[src/rtl/ov7670_config_ctrl_if.sv]
// ov7670_config_ctrl_if
//   Write-request handshake between the OV7670 configuration sequencer and the
//   SCCB write master.
//   req   : one-cycle write request (sequencer -> master)
//   addr  : 8-bit camera register address, valid while req=1
//   data  : 8-bit register value, valid while req=1
//   ready : master idle; drops after accepting a request, returns when done
interface ov7670_config_ctrl_if;
  logic       req;
  logic [7:0] addr;
  logic [7:0] data;
  logic       ready;

  modport master (output req, output addr, output data, input ready);
  modport slave  (input req, input addr, input data, output ready);
endinterface

[src/rtl/ov7670_config_ctrl.sv]
// ov7670_config_ctrl
//   Writes the OV7670 register table through the SCCB write master, waits out
//   the soft reset and a number of settle frames, then enables pixel capture.
//   The table is re-run on a start pulse or whenever rgbmode changes, so the
//   camera output format always tracks rgbmode.
// Ports
//   clk        : system clock
//   rst        : synchronous, active-high reset
//   start      : one-cycle pulse, re-run the full configuration
//   rgbmode    : 1 = RGB444 table variant, 0 = YUV422 variant
//   vsync      : camera vsync (asynchronous, synchronised here)
//   sccb       : master side of the SCCB write handshake
//   busy       : configuration or settle in progress
//   cfg_done   : table written and settle elapsed
//   capture_en : enables the capture write path
//   err        : sticky ack-timeout flag, cleared by rst or a restart
module ov7670_config_ctrl #(
  parameter int unsigned c_rst_wait      = 1_000_000,
  parameter int unsigned c_ack_timeout   = 1024,
  parameter int unsigned c_settle_frames = 2,
  parameter int unsigned c_tbl_len       = 8
) (
  input  logic                        clk,
  input  logic                        rst,
  input  logic                        start,
  input  logic                        rgbmode,
  input  logic                        vsync,
  ov7670_config_ctrl_if.master        sccb,
  output logic                        busy,
  output logic                        cfg_done,
  output logic                        capture_en,
  output logic                        err
);

  typedef enum logic [2:0] {
    S_IDLE, S_REQ, S_ACK, S_XFER, S_DLY, S_SETTLE, S_DONE
  } state_t;

  // One shared counter serves the reset delay, the ack timeout and the
  // settle-frame count; it is cleared on every state entry.
  localparam int unsigned c_cnt_max0 = (c_rst_wait > c_ack_timeout) ? c_rst_wait : c_ack_timeout;
  localparam int unsigned c_cnt_max  = (c_cnt_max0 > c_settle_frames) ? c_cnt_max0 : c_settle_frames;
  localparam int unsigned c_cnt_w    = $clog2(c_cnt_max + 1);
  typedef logic [c_cnt_w-1:0] cnt_t;

  state_t     state, state_nxt;
  logic [2:0] idx;
  logic       rgb_lat;
  logic       restart_pend;
  cnt_t       cnt;
  logic [2:0] vs_sync;
  logic       vs_rise;
  logic       trig, restart_now, ack_tmo, issue;
  logic       done_nxt;
  logic [7:0] tbl_addr, tbl_data;

  assign vs_rise = vs_sync[1] & ~vs_sync[2];
  assign trig    = start | (rgb_lat != rgbmode);

  // Register table; index 0 is the COM7 soft reset.
  always_comb begin
    // NOTE: every always_comb output gets a default first so no path leaves it
    // unassigned, which would otherwise infer a latch.
    tbl_addr = 8'h00;
    tbl_data = 8'h00;
    case (idx)
      3'd0: begin tbl_addr = 8'h12; tbl_data = 8'h80; end
      3'd1: begin tbl_addr = 8'h12; tbl_data = rgb_lat ? 8'h04 : 8'h00; end
      3'd2: begin tbl_addr = 8'h8C; tbl_data = rgb_lat ? 8'h02 : 8'h00; end
      3'd3: begin tbl_addr = 8'h40; tbl_data = rgb_lat ? 8'hD0 : 8'hC0; end
      3'd4: begin tbl_addr = 8'h0C; tbl_data = 8'h04; end
      3'd5: begin tbl_addr = 8'h3E; tbl_data = 8'h1A; end
      3'd6: begin tbl_addr = 8'h72; tbl_data = 8'h22; end
      default: begin tbl_addr = 8'h73; tbl_data = 8'hF2; end
    endcase
  end

  // State register.
  always_ff @(posedge clk) begin
    // NOTE: sequential state is written with non-blocking assignments so every
    // flop samples pre-edge values regardless of process ordering.
    if (rst) state <= S_IDLE;
    else     state <= state_nxt;
  end

  // Next-state logic. A restart in a transaction-free state takes effect at
  // once; inside ACK/XFER it is deferred until the master returns to ready.
  always_comb begin
    state_nxt   = state;
    restart_now = 1'b0;
    ack_tmo     = 1'b0;
    case (state)
      S_IDLE: state_nxt = S_REQ;
      S_REQ: begin
        if (trig || restart_pend) restart_now = 1'b1;
        else if (sccb.ready)      state_nxt   = S_ACK;
      end
      S_ACK: begin
        if (!sccb.ready) state_nxt = S_XFER;
        else if (cnt == cnt_t'(c_ack_timeout - 1)) begin
          ack_tmo   = 1'b1;
          state_nxt = S_REQ;
        end
      end
      S_XFER: begin
        if (sccb.ready) begin
          if (trig || restart_pend)               restart_now = 1'b1;
          else if (idx == 3'd0)                   state_nxt   = S_DLY;
          else if (idx == 3'(c_tbl_len - 1))      state_nxt   = S_SETTLE;
          else                                    state_nxt   = S_REQ;
        end
      end
      S_DLY: begin
        if (trig || restart_pend)                     restart_now = 1'b1;
        else if (cnt == cnt_t'(c_rst_wait - 1))       state_nxt   = S_REQ;
      end
      S_SETTLE: begin
        if (trig || restart_pend) restart_now = 1'b1;
        else if (vs_rise && cnt == cnt_t'(c_settle_frames - 1)) state_nxt = S_DONE;
      end
      S_DONE: begin
        if (trig || restart_pend) restart_now = 1'b1;
      end
      default: state_nxt = S_IDLE;
    endcase
    if (restart_now) state_nxt = S_REQ;
  end

  // Output decode: busy is direct; the rest are next values for registered outputs.
  always_comb begin
    busy     = !(state inside {S_IDLE, S_DONE});
    issue    = (state == S_REQ) && (state_nxt == S_ACK);
    done_nxt = (state == S_DONE) && !restart_now;
  end

  // Datapath and registered outputs.
  always_ff @(posedge clk) begin
    if (rst) begin
      sccb.req     <= 1'b0;
      sccb.addr    <= 8'h00;
      sccb.data    <= 8'h00;
      cfg_done     <= 1'b0;
      capture_en   <= 1'b0;
      err          <= 1'b0;
      idx          <= 3'd0;
      rgb_lat      <= 1'b0;
      restart_pend <= 1'b0;
      cnt          <= '0;
      vs_sync      <= 3'b000;
    end else begin
      vs_sync    <= {vs_sync[1:0], vsync};
      sccb.req   <= issue;
      cfg_done   <= done_nxt;
      capture_en <= done_nxt;
      if (issue) begin
        sccb.addr <= tbl_addr;
        sccb.data <= tbl_data;
      end

      // Counter saturates instead of wrapping; SETTLE counts vsync edges only.
      if (state_nxt != state || restart_now)  cnt <= '0;
      else if (state == S_SETTLE) begin
        if (vs_rise) cnt <= cnt + cnt_t'(1);
      end
      else if (cnt != cnt_t'(c_cnt_max))      cnt <= cnt + cnt_t'(1);

      if (state == S_IDLE || restart_now) begin
        idx     <= 3'd0;
        rgb_lat <= rgbmode;
        err     <= 1'b0;
      end else begin
        if (ack_tmo) err <= 1'b1;
        if (state == S_XFER && state_nxt == S_REQ) idx <= idx + 3'd1;
        else if (state == S_DLY && state_nxt == S_REQ) idx <= 3'd1;
      end

      if (restart_now) restart_pend <= 1'b0;
      else if ((state == S_ACK || state == S_XFER) && trig) restart_pend <= 1'b1;
    end
  end

endmodule

[src/flat_wrapper.sv]
// flat-port wrapper written by rule: the top's interface ports become plain ports
module ov7670_config_ctrl_flat 
#(
  parameter int unsigned c_rst_wait      = 1_000_000,
  parameter int unsigned c_ack_timeout   = 1024,
  parameter int unsigned c_settle_frames = 2,
  parameter int unsigned c_tbl_len       = 8
)
  (clk, rst, start, rgbmode, vsync, busy, cfg_done, capture_en, err, sccb_req, sccb_addr, sccb_data, sccb_ready);
  ov7670_config_ctrl_if sccb_i ();
  input  logic clk;
  input  logic rst;
  input  logic start;
  input  logic rgbmode;
  input  logic vsync;
  output logic busy;
  output logic cfg_done;
  output logic capture_en;
  output logic err;
  output wire logic [$bits(sccb_i.req)-1:0] sccb_req;
  output wire logic [$bits(sccb_i.addr)-1:0] sccb_addr;
  output wire logic [$bits(sccb_i.data)-1:0] sccb_data;
  input wire logic [$bits(sccb_i.ready)-1:0] sccb_ready;
  assign sccb_req = sccb_i.req;
  assign sccb_addr = sccb_i.addr;
  assign sccb_data = sccb_i.data;
  assign sccb_i.ready = sccb_ready;
  ov7670_config_ctrl #(.c_rst_wait(c_rst_wait), .c_ack_timeout(c_ack_timeout), .c_settle_frames(c_settle_frames), .c_tbl_len(c_tbl_len)) u_core (.clk(clk), .rst(rst), .start(start), .rgbmode(rgbmode), .vsync(vsync), .sccb(sccb_i), .busy(busy), .cfg_done(cfg_done), .capture_en(capture_en), .err(err));
endmodule
[config.mk]
export PLATFORM = sky130hd
export DESIGN_NAME = ov7670_config_ctrl_flat
export DESIGN_NICKNAME = d
export VERILOG_FILES = /design/src/rtl/ov7670_config_ctrl_if.sv /design/src/rtl/ov7670_config_ctrl.sv /design/src/flat_wrapper.sv
export SDC_FILE = /design/constraint.sdc
export NUM_CORES = 1
export LEC_CHECK = 0
export CAP_MARGIN = 10
export CORE_MARGIN = 2
export CORE_UTILIZATION = 40
export CTS_BUF_LIST = sky130_fd_sc_hd__clkbuf_8
export DETAILED_ROUTE_END_ITERATION = 10
export GPL_TIMING_DRIVEN = 0
export SETUP_SLACK_MARGIN = 0.3
export SYNTH_ARGS = -nofsm -noshare
export SYNTH_HDL_FRONTEND = slang
export SYNTH_SLANG_ARGS = --single-unit
export TNS_END_PERCENT = 50
[constraint.sdc]
create_clock -name clk -period 3.35 [get_ports clk]
set_clock_uncertainty 0.1 [all_clocks]
set_input_delay 0.5025 -clock clk [delete_from_list [all_inputs] [get_ports clk]]
set_output_delay 0.5025 -clock clk [all_outputs]
set_load 0.05 [all_outputs]
== Yosys cells after proc, flatten, opt, wreduce, memory -nomap -nowiden ==
Cells that the tools add are included.
Word-level totals
  memory bits (writable): 0
  bits in latches: 0
  flip-flop bits (word level): 50
  ROM bits: 0
  bits of input ports: 6
  memories: 0
  output and inout port bits: 21
  logic and storage cells: 91
Cells by class
  multipliers: 0
  muxes and demuxes: 30
  div/mod/pow operators: 0
  magnitude comparators: 0
  bitwise logic cells: 3
  add/sub/neg operators: 2
  shift-type cells: 0
  reduce and logical (&&, ||, !) cells: 23
  equal/unequal tests: 22
Operators with widths (count)
  $mux W20: 3
  $pmux W8 S7: 1
  $mux W3: 16
  $pmux W8 S6: 1
  $eq A3 B3 Y1 const B: 7
  $pmux W3 S7: 1
  $add A20 B1 Y20 const B: 1
  $eq A20 B1 Y1 const B: 1
  $eq A20 B10 Y1 const B: 1
  $eq A20 B20 Y1 const B: 1
  $ne A20 B20 Y1 const B: 1
  $eq A3 B2 Y1 const B: 5
  $eq A3 B1 Y1 const B: 3
  $reduce_or A2 Y1: 4
  $logic_and A1 B1 Y1: 6
  $logic_not A3 Y1: 2
  $reduce_bool A2 Y1: 3
  $mux W1: 5
  $mux W5: 1
  $logic_or A1 B1 Y1: 4
  $reduce_or A4 Y1: 1
  $add A3 B1 Y3 const B: 1
  $ne A3 B3 Y1: 1
  $logic_not A1 Y1: 2
  8 further kinds: 8

== Logic depth before layout (Yosys ltp) ==
  depth in word-level cells: 11
  depth in mapped cells: 10
  gate-level depth less buffers: 9

== Least setup slack after synthesis ==
No wires, ideal clock.
  kind: input -> register
  start: input sccb_ready
  end: register u_core.idx[0]
  arrival: 2141 ps
  setup time: 103 ps
  path buffers: 1
  slack: 1005 ps
  cell stages on the path: 8
  cells stage by stage: buf_2 nor3b_2 nor4b_2 a221o_1 a211oi_2 o221ai_2 nor4_2 a2111oi_2
Between the ends
  longest elaborated chain between the ends: 7
  elaborated cells between the ends (all ways): 15
  classes of those cells: eq/ne: 1; mux: 9; reduce/logical: 5
Ends and longest elaborated chain
  from (decl): line flat_wrapper.sv:23  | input wire logic [$bits(sccb_i.ready)-1:0] sccb_ready;
  $mux W3: line ov7670_config_ctrl.sv:96  | else if (sccb.ready) state_nxt = S_ACK;
  $mux W3: line ov7670_config_ctrl.sv:95  | if (trig || restart_pend) restart_now = 1'b1;
  $pmux W3 S7: line ov7670_config_ctrl.sv:92  | case (state)
  $mux W3: line ov7670_config_ctrl.sv:126  | if (restart_now) state_nxt = S_REQ;
  $eq A3 B1 Y1: line ov7670_config_ctrl.sv:173, ov7670_config_ctrl.sv:174
  $logic_and A1 B1 Y1, on equally long branches: line ov7670_config_ctrl.sv:173, ov7670_config_ctrl.sv:174
  $mux W3 / $reduce_bool A2 Y1 (equally long branches)
  to (signal assigned): line ov7670_config_ctrl.sv:173  | if (state == S_XFER && state_nxt == S_REQ) idx <= idx + 3'd1;
  to (decl): line ov7670_config_ctrl.sv:47  | logic [2:0] idx;
Several ways; a longest one is shown, not always the timed one.
A chain may end at the register's enable or synchronous reset.

== Worst setup path in the final report ==
  start: input rgbmode
  end: register u_core.cnt[4]
Between the ends
  longest elaborated chain between the ends: 10
  elaborated cells between the ends (all ways): 16
  classes of those cells: eq/ne: 2; mux: 10; bitwise: 1; reduce/logical: 3
Ends and longest elaborated chain
  from (decl): line flat_wrapper.sv:14  | input logic rgbmode;
  $ne A1 B1 Y1 *: line ov7670_config_ctrl.sv:58  | assign trig = start | (rgb_lat != rgbmode);
  $or A1 B1 Y1 *: line ov7670_config_ctrl.sv:58
  $logic_or A1 B1 Y1 *
  $mux W3 / $mux W1 (equally long branches): line ov7670_config_ctrl.sv:107, ov7670_config_ctrl.sv:95, ov7670_config_ctrl.sv:114
  $mux W3 / $mux W1 (equally long branches): line ov7670_config_ctrl.sv:106  | if (sccb.ready) begin
  $pmux W3 S7 / $pmux W1 S2 (equally long branches): line ov7670_config_ctrl.sv:92
  $mux W3: line ov7670_config_ctrl.sv:126
  $ne A3 B3 Y1: line ov7670_config_ctrl.sv:161  | if (state_nxt != state || restart_now) cnt <= '0;
  $logic_or A1 B1 Y1 *: line ov7670_config_ctrl.sv:161
  $reduce_or A2 Y1 (no line) *
  to (signal assigned): line ov7670_config_ctrl.sv:163  | if (vs_rise) cnt <= cnt + cnt_t'(1);
  to (signal assigned): line ov7670_config_ctrl.sv:165  | else if (cnt != cnt_t'(c_cnt_max)) cnt <= cnt + cnt_t'(1);
  to (decl): line ov7670_config_ctrl.sv:50  | cnt_t cnt;
Mark *: on every way between the ends. The rest lies on a longest branch, timed or not.

==> out/results.tsv <==
metric	value	unit
drt-initial-drc-count	137	
cp.required	3.45	ns
syn_inst	328	
fill_cells	652	
route.detailed.drc	0	
finalPower	1.14	mW
drt-vias-per-instance	5.40	
place_area	3000	um^2
final_nets	373	
drive_gt1_share	10.8	%
core-area	6390	um^2
root_buffer	clkbuf_8	
htree_levels	2	
dr.pass1.iters	4	
yosys.area.top_type	dfxtp_1	
globalRouteTotalUtil	17.9	%
cts_resized	0	
ys_dominant_reg_cell	dfxtp_1	
rows	29	
initial_utilization	41.7	%
status	finished, final reports clean	
fin_area	3120	um^2
post_cts_buffers	0	
die_y	85.6	um
cts_sinks	47	
setup_tns	0	ns
ys_types	61	
place_congestion	0.920	
leakage	1.07	nW
synthToLayoutAreaGrowth	17.1	%
report.final.slew_viol_count	0	
ys_async_sr_fraction	0	%
path_class	input port to flop	
wire_per_inst	14.0	um
synth_fa_ha_area_share	3.76	%
startpoint_type	input port	
grt_pass1_wl	10700	um
fp.dieW	85.6	um
fmax	361	MHz
tritoncts	done	
synth_seq_cells	47	
wirelength	6130	um
yosys_warnings	0	
final-hold-violation-count	0	
worstPathCellList	clkdlybuf4s50_1 > xnor2_1 > nand3_1 > o311a_1 > o21a_4 > o21a_1 > o211ai_1 > buf_4 > nor2_1	
grt_max_degree	15	
synthMuxAreaShare	0.752	%
yosysSeqAreaShare	35.3	%
arrival	2.87	ns
synth_edf_count	0	
io_pins	27	
synth_top_family_by_area	simple AND/OR/NAND/NOR gates	
endpoint_kind	flop	
vias	2358	
hold_buffers	0	
syn-cell-area	2660	um^2
synth_top_area_share	35.3	%
cpPeakStageDelay	0.47	ns
min_path_type	flop to flop	
p_per_area	367	nW/um^2
synth.area.top_cells	dfxtp_1 35%, nor2_1 9.6%, xnor2_1 5.9%	
avgSynthCellArea	8.12	um^2
rsz0062_at_grt	no	
slew_headroom	48.5	%
vdd_drop_max	181	uV
syn_nets	342	
synth_compound_area_share	15.8	%
clk_pin_slew	0.09	ns
antennaDiodeCount	0	
worstMarginPinSlew	0.766	ns
cts_buffers	5	
finalSetupViolations	0	
io_buffers	24	
first_global_vias	2300	
grt_remaining_overflow	0	
die-area	7330	um^2
synth_xor_area_share	7.23	%
cp_max_fo	10	
maxCapViolCount	0	
period_minus_slack	2.77	ns
ant_nets	0	
min_period_over_period	82.6	%
antenna_found_initial	0	
worstSkewPairLatency	0.31	ns
clock_path_buffers	2	
hpwl	4480	um
cpMaxStageDelayCell	clkdlybuf4s50_1	
synthSimpleGateAreaFrac	30.3	%
-- placed cells by master (no fill, tap or decap), types with 3 or more instances in the layout --
cell type / instances
or3_1: 3
ha_1: 8
inv_1: 14
nor4_1: 3
nand2_1: 21
o21ai_0: 9
clkbuf_1: 6
xor2_1: 4
buf_4: 6
and3_1: 5
nor4_2: 4
nor3_1: 12
and4_1: 3
xnor2_1: 18
nand4_1: 9
clkdlybuf4s50_1: 24
dfxtp_1: 47
clkbuf_8: 7
nand3_1: 11
nor2_1: 68
buf_6: 3
nor2b_1: 3
a21oi_1: 19
-- metrics by stage --
stage | util (%) | hold WS [ns] | worst slack [ns] | instances
2_1_floorplan | - | 0.314 | 1.01 | 328
3_3_place_gp | 47.0 | 0.322 | 0.252 | 429
3_5_place_dp | 47.0 | 0.334 | 0.262 | 429
4_1_cts | 48.8 | 0.358 | 0.578 | 437
5_1_grt | 48.8 | 0.374 | 0.425 | 437
6_report | 48.8 | 0.353 | 0.583 | 437
-- synthesized netlist by cell type, types with 3 or more instances --
library cell / count
nor2_1: 68
dfxtp_1: 47
nand2_1: 21
a21oi_1: 19
xnor2_1: 18
inv_1: 14
nor3_1: 12
nand3_1: 11
nand4_1: 9
o21ai_0: 9
ha_1: 8
buf_4: 6
clkbuf_1: 6
and3_1: 5
nor4_2: 4
xor2_1: 4
and4_1: 3
buf_6: 3
nor2b_1: 3
nor4_1: 3
or3_1: 3
-- final timing paths --
kind | startpoint | endpoint | slack, ns | depth (start not counted)
worst max-delay path | rgbmode | u_core.cnt[4] | 0.58 | 9
worst min-delay path | u_core.vs_sync[0] | u_core.vs_sync[1] | 0.35 | 1
worst max register to register | u_core.state[0] | u_core.idx[0] | 0.79 | 7
worst min register to register | u_core.vs_sync[0] | u_core.vs_sync[1] | 0.35 | 1
-- area by class of cell --
| type | instances | area, um^2 | share of cell area, % |
|---|---|---|---|
| timing repair buffer | 24 | 240 | 7.70 |
| buffer | 18 | 125 | 4.01 |
| sequential | 47 | 941 | 30.2 |
| multi-input combinational | 249 | 1550 | 49.6 |
| tap | 77 | 96.3 | 3.09 |
| inverter | 14 | 52.6 | 1.69 |
| clock buffer | 6 | 82.6 | 2.65 |
| clock inverter | 2 | 35.0 | 1.12 |
-- sequential cells by signal, summed over array words and instances, names as in the netlist --
signal               count
u_core.cnt              20
u_core.sccb.data         7
u_core.sccb.addr         6
u_core.idx               3
u_core.state             3
u_core.vs_sync           3
u_core.cfg_done          1
u_core.err               1
u_core.restart_pend      1
u_core.rgb_lat           1
u_core.sccb.req          1
-- layer usage --
metal	global-route usage (%)	wire (um)
met5	0	0
met2	27.3	2610
met3	4.04	246
met4	6.78	106
met1	24.7	3170
-- cells by family (layout without fill, tap and decap cells) --
family | Yosys count | count (layout)
flip-flops | 47 | 47
other | 1 | 1
buffers and inverters | 32 | 64
adder cells (fa/ha/maj) | 8 | 8
AND/OR/NAND/NOR | 157 | 157
XOR/XNOR | 22 | 22
AO/OA/AOI/OAI | 59 | 59
multiplexers | 2 | 2
-- where the power goes --
part           leakage [nW]  total, mW  switching (mW)  internal [mW]
registers             0.380      0.574         0.00797          0.566
clock network        0.0612      0.440           0.198          0.242
logic                 0.629      0.130          0.0818         0.0487
total                  1.07       1.14           0.288          0.856
-- critical path, delay by kind of cell --
kind | cells | cell delay, ns
compound gates | 4 | 1.00
xor+xnor | 1 | 0.41
buf+inv | 2 | 0.70
simple gates | 2 | 0.25
(Power assumes the default switching activity.)
